`config.mk`:
```
export PLATFORM = sky130hd
export DESIGN_NAME = multiword_add_sequencer
export DESIGN_NICKNAME = d
export VERILOG_FILES = /design/src/rtl/multiword_add_sequencer_pkg.sv /design/src/rtl/multiword_add_sequencer_csa.sv /design/src/rtl/multiword_add_sequencer.sv
export SDC_FILE = /design/constraint.sdc
export NUM_CORES = 1
export LEC_CHECK = 0
export CAP_MARGIN = 20
export CORE_AREA = 4 4 99 101
export DETAILED_ROUTE_END_ITERATION = 12
export DIE_AREA = 0 0 103 105
export GPL_ROUTABILITY_DRIVEN = 0
export PLACE_DENSITY = 0.84
export SLEW_MARGIN = 40
export SYNTH_ARGS = -nofsm -noshare
export SYNTH_HDL_FRONTEND = slang
export SYNTH_HIERARCHICAL = 1
export SYNTH_SLANG_ARGS = --single-unit
```
`constraint.sdc`:
```
create_clock -name clk -period 9.6 [get_ports clk]
set_clock_uncertainty 0.05 [all_clocks]
set_input_delay 1.92 -clock clk [delete_from_list [all_inputs] [get_ports clk]]
set_output_delay 1.92 -clock clk [all_outputs]
set_load 0.01 [all_outputs]
```
`src/rtl/multiword_add_sequencer_pkg.sv`:
```
// Shared constants and FSM state encoding for the multi-word add sequencer.
package multiword_add_sequencer_pkg;

    localparam int unsigned WIDTH_DEF = 8;
    localparam int unsigned WORDS_DEF = 4;

    typedef enum logic [1:0] {
        IDLE = 2'd0,
        RUN  = 2'd1,
        DONE = 2'd2
    } state_e;

endpackage : multiword_add_sequencer_pkg

```
`src/rtl/multiword_add_sequencer_csa.sv`:
```
// Combinational W-bit carry-select adder used as the per-slice adder.
// The lower half ripples from cin. The upper half is computed for both
// possible carries, and the lower half's carry-out selects one of them.
module carry_select_adder_nl #(
    parameter int unsigned W = 8
) (
    input  logic [W-1:0] a,
    input  logic [W-1:0] b,
    input  logic         cin,
    output logic [W-1:0] sum,
    output logic         cout
);

    localparam int unsigned LO = W / 2;
    localparam int unsigned HI = W - LO;

    generate
        if (W < 2) begin : g_plain
            logic [W:0] full;
            // Too narrow to split, so use a plain add.
            always_comb full = {1'b0, a} + {1'b0, b} + {{W{1'b0}}, cin};
            assign sum  = full[W-1:0];
            assign cout = full[W];
        end else begin : g_csel
            logic [LO:0] lo_r;
            logic [HI:0] hi0;
            logic [HI:0] hi1;
            logic [HI:0] hi_sel;
            // Lower half ripple, plus both speculative upper-half results.
            always_comb begin
                lo_r   = {1'b0, a[LO-1:0]} + {1'b0, b[LO-1:0]} + {{LO{1'b0}}, cin};
                hi0    = {1'b0, a[W-1:LO]} + {1'b0, b[W-1:LO]};
                hi1    = {1'b0, a[W-1:LO]} + {1'b0, b[W-1:LO]} + {{HI{1'b0}}, 1'b1};
                hi_sel = lo_r[LO] ? hi1 : hi0;
            end
            assign sum  = {hi_sel[HI-1:0], lo_r[LO-1:0]};
            assign cout = hi_sel[HI];
        end
    endgenerate

endmodule : carry_select_adder_nl

```
`src/rtl/multiword_add_sequencer.sv`:
```
// Multi-precision adder front end. It adds two WIDTH*WORDS-bit operands one
// WIDTH-bit slice per cycle, starting with the LSB slice, and keeps the carry
// in a register between slices. Operands and results use valid/ready handshakes.
module multiword_add_sequencer
    import multiword_add_sequencer_pkg::*;
#(
    parameter int unsigned WIDTH = WIDTH_DEF,
    parameter int unsigned WORDS = WORDS_DEF
) (
    input  logic                   clk,
    input  logic                   rst_n,
    input  logic                   in_valid,
    output logic                   in_ready,
    input  logic [WIDTH*WORDS-1:0] in_a,
    input  logic [WIDTH*WORDS-1:0] in_b,
    input  logic                   in_cin,
    output logic                   out_valid,
    input  logic                   out_ready,
    output logic [WIDTH*WORDS-1:0] out_sum,
    output logic                   out_cout,
    output logic                   out_ovf
);

    localparam int unsigned TOTAL = WIDTH * WORDS;
    localparam int unsigned IDX_W = $clog2(WORDS);
    localparam logic [IDX_W-1:0] LAST_IDX = IDX_W'(WORDS - 1);

    state_e             state_q, state_d;
    logic [IDX_W-1:0]   idx_q, idx_d;
    logic               carry_q, carry_d;
    logic [TOTAL-1:0]   a_q, a_d;
    logic [TOTAL-1:0]   b_q, b_d;
    logic [TOTAL-1:0]   sum_q, sum_d;
    logic               cout_q, cout_d;
    logic               ovf_q, ovf_d;

    logic [WIDTH-1:0]   slice_a;
    logic [WIDTH-1:0]   slice_b;
    logic [WIDTH-1:0]   slice_sum;
    logic               slice_cout;

    // Select the current slice of each captured operand.
    always_comb begin
        slice_a = a_q[WIDTH*idx_q +: WIDTH];
        slice_b = b_q[WIDTH*idx_q +: WIDTH];
    end

    carry_select_adder_nl #(
        .W (WIDTH)
    ) u_slice_adder (
        .a    (slice_a),
        .b    (slice_b),
        .cin  (carry_q),
        .sum  (slice_sum),
        .cout (slice_cout)
    );

    // Next-state logic: capture operands, step through the slices, then hold the result.
    always_comb begin
        state_d = state_q;
        idx_d   = idx_q;
        carry_d = carry_q;
        a_d     = a_q;
        b_d     = b_q;
        sum_d   = sum_q;
        cout_d  = cout_q;
        ovf_d   = ovf_q;
        case (state_q)
            IDLE: begin
                if (in_valid) begin
                    a_d     = in_a;
                    b_d     = in_b;
                    carry_d = in_cin;
                    idx_d   = '0;
                    state_d = RUN;
                end
            end
            RUN: begin
                sum_d[WIDTH*idx_q +: WIDTH] = slice_sum;
                carry_d = slice_cout;
                if (idx_q == LAST_IDX) begin
                    cout_d  = slice_cout;
                    // Signed overflow: the operands have the same sign and the
                    // sum's sign differs from it.
                    ovf_d   = (a_q[TOTAL-1] == b_q[TOTAL-1]) &&
                              (slice_sum[WIDTH-1] != a_q[TOTAL-1]);
                    state_d = DONE;
                end else begin
                    idx_d = idx_q + IDX_W'(1);
                end
            end
            DONE: begin
                if (out_ready) begin
                    state_d = IDLE;
                end
            end
            default: state_d = IDLE;
        endcase
    end

    // State and datapath registers. Reset discards any result still in progress.
    always_ff @(posedge clk or negedge rst_n) begin
        if (!rst_n) begin
            state_q <= IDLE;
            idx_q   <= '0;
            carry_q <= 1'b0;
            a_q     <= '0;
            b_q     <= '0;
            sum_q   <= '0;
            cout_q  <= 1'b0;
            ovf_q   <= 1'b0;
        end else begin
            state_q <= state_d;
            idx_q   <= idx_d;
            carry_q <= carry_d;
            a_q     <= a_d;
            b_q     <= b_d;
            sum_q   <= sum_d;
            cout_q  <= cout_d;
            ovf_q   <= ovf_d;
        end
    end

    // out_valid comes straight from the DONE state, so it behaves as a registered output.
    assign in_ready  = (state_q == IDLE);
    assign out_valid = (state_q == DONE);
    assign out_sum   = sum_q;
    assign out_cout  = cout_q;
    assign out_ovf   = ovf_q;

endmodule : multiword_add_sequencer
```
==> impl_metrics.tcl <==
set metrics [dict create \
    crit_path_end_kind "output pin" \
    h-tree-depth 3 \
    arrival_ps 1760 \
    total_power_w 0.002325 \
    rsz0062_at_grt "no" \
    grt_overflow 0 \
    rows 35 \
    maxCapViolCount 0 \
    fp.coreArea_sq_um 9021 \
    vdd_drop_max_uv 163.5 \
    ys_async_sr_fraction 1.000 \
    fin_util 0.6777 \
    drt-vias-per-instance 5.635 \
    grt_max_degree 84 \
    synthToLayoutAreaGrowth_pct 26.55 \
    max_freq_mhz 267.9 \
    startpoint "state_q[0]" \
    insertedDiodeCount 0 \
    drc 0 \
    setup_viol 0 \
    drt-total-wl_um 9832 \
    rr_worst_depth 12 \
    ys_seq_area_frac 0.5335 \
    power_leakage_nw 2.632 \
    tns_ps 0 \
    dieArea_sq_um 10820 \
    grt_pass1_vias 3280 \
    nets 512 \
    endpoint "out_valid" \
    die_height_um 105 \
    fill_cells 671 \
    hold_path_depth 1 \
    hold_viol 0 \
    synth_area_leaders "dfrtp_1 53%, mux2_1 7.9%, mux2_2 7.5%" \
    multi_input_area_sq_um 2064 \
    drtIter0Drc 68 \
    synth-edff-count 0 \
    port-buffer-count 104 \
    status "finished, final reports clean" \
    min_path_type "reg -> reg" \
    pin_count 105 \
    clock-sinks 103 \
    antenna_found_initial 0 \
    p_per_area_nw_per_um2 380.2 \
    cts_tree "built" \
    dp.cells 527 \
    synth.most_common_cell "dfrtp_1" \
    synth_cells 323 \
    synthFlopType "dfrtp_1" \
    insertion_delay_ps 370 \
    post_cts_buffers 0 \
    r2r-start "idx_q[0]" \
    stdcell_area_sq_um 6113 \
    drive_gt1_frac 0.1852 \
    final.period_utilization 0.3888 \
    worst_pin_slew_ps 793.7 \
    slew_violations 0 \
    yosys.area.top_type "dfrtp_1" \
    synth_cell_types 37 \
    crit_path_start_kind "flop" \
    synthesis.area_sq_um 4831 \
    yosys_warnings 6 \
    track_usage 0.1927 \
    numCtsBuffers 9 \
    path_clk_slew_ps 90 \
    place_hpwl_um 7239 \
    firstDrtPassIters 4 \
    ys_ff_latch 103 \
    root_buffer "clkbuf_8" \
    required_ps 7630 \
    min_period_ps 3733 \
    ff2ff_setup_slack_ps 6000 \
    final_cells 543 \
    grt_pass1_wl_um 16170 \
    postRouteAntennaNets 0 \
    die_w_um 103 \
    vias 3060 \
    cp_max_fo 12 \
    avgSynthCellArea_sq_um 14.96 \
    ctsResizeCount 0 \
    r2r-end "out_ovf" \
    netlist_top_cells_count "103 x dfrtp_1, 35 x a22o_1, 34 x mux2_1" \
    critPathKind "reg -> out" \
    hp-start "a_q[27]" \
    postPlaceCellArea_sq_um 5918 \
    ctsHoldBuffers 0 \
    register_area_sq_um 2579 \
    syn_nets 408 \
    synth_top_cell_area_share 0.5335 \
    wl_per_cell_um 18.11 \
    start_util 0.5355 \
    clockBufferDepth 2 \
    relSlewSlack 0.4709 \
]
critical path: stages, from the launching register on:
cell and delay, ps:
dfrtp_1 570, nand2b_1 240, inv_1 60, clkdlybuf4s50_1 520
cells in the final DEF (no fill, tap or decap), drive strengths merged:
cell type      count
nand2              7
and3b              2
mux2              66
inv               19
a21oi              7
clkdlybuf4s50    103
mux4              16
and2               1
clkinv             1
a22o              35
clkbuf            14
ha                13
a21o               2
buf                4
xor2               1
nor4               1
nor3               1
clkinvlp           1
nor2b              1
nor4b              3
nand4bb            1
fa                 3
nand2b             3
nand4              1
o21ai              4
o21bai             1
mux2i              1
nand3              1
xnor2              6
dfrtp            103
nor2               7
and3               1
nand3b             2
metrics by stage:
step	worst slack [ps]	hold slack, ps
global placement	5772	413.0
finish	5867	437.7
global route	5700	461.0
detailed placement	5784	422.1
CTS	5850	443.2
floorplan	6212	399.8
worst min path at each step:
stage               to  slack [ps]
4_1_cts        a_q[19]         440
3_3_place_gp   a_q[27]         410
5_1_grt        a_q[19]         460
3_5_place_dp   b_q[30]         420
2_1_floorplan  carry_q         400
6_report       a_q[27]         440
kinds of logic (layout without fill, tap and decap cells):
logic type               count (synthesis)  in the layout  synth area share
multiplexers                            83             83            0.2305
XOR/XNOR                                 7              7           0.01269
AND/OR/NAND/NOR                         32             32           0.05724
AO/OA/AOI/OAI                           49             49           0.08055
adder cells (fa/ha/maj)                 16             16           0.04610
buffers and inverters                   33            142           0.03937
flip-flops                             103            103            0.5335
final cells by class:
type | instances | area share
sequential | 103 | 0.4218
multi-input combinational | 187 | 0.3377
clock buffer | 14 | 0.02988
tap | 111 | 0.02272
timing repair buffer | 107 | 0.1742
inverter | 19 | 0.01167
clock inverter | 2 | 0.002047
where the power goes:
group / total [W] / internal, W / switching (W)
registers: 0.000747 / 0.000624 / 0.000123
logic: 0.00131 / 0.000633 / 0.000680
clock network: 0.000264 / 0.000123 / 0.000142
metal layers:
metal	wire (um)	global-route usage	up-vias	share of wire
met5	0	0	-	0
met4	125	0.04995	0	0.013
met3	607	0.03471	11	0.062
met2	4696	0.3048	99	0.48
met1	4403	0.2750	1557	0.45
li1	-	-	1393	-
state kept, by name (all words and copies together), names as in the netlist:
name	count
out_ovf	1
b_q	32
out_sum	32
out_cout	1
carry_q	1
state_q	2
a_q	32
idx_q	2
(Power assumes the default switching activity.)
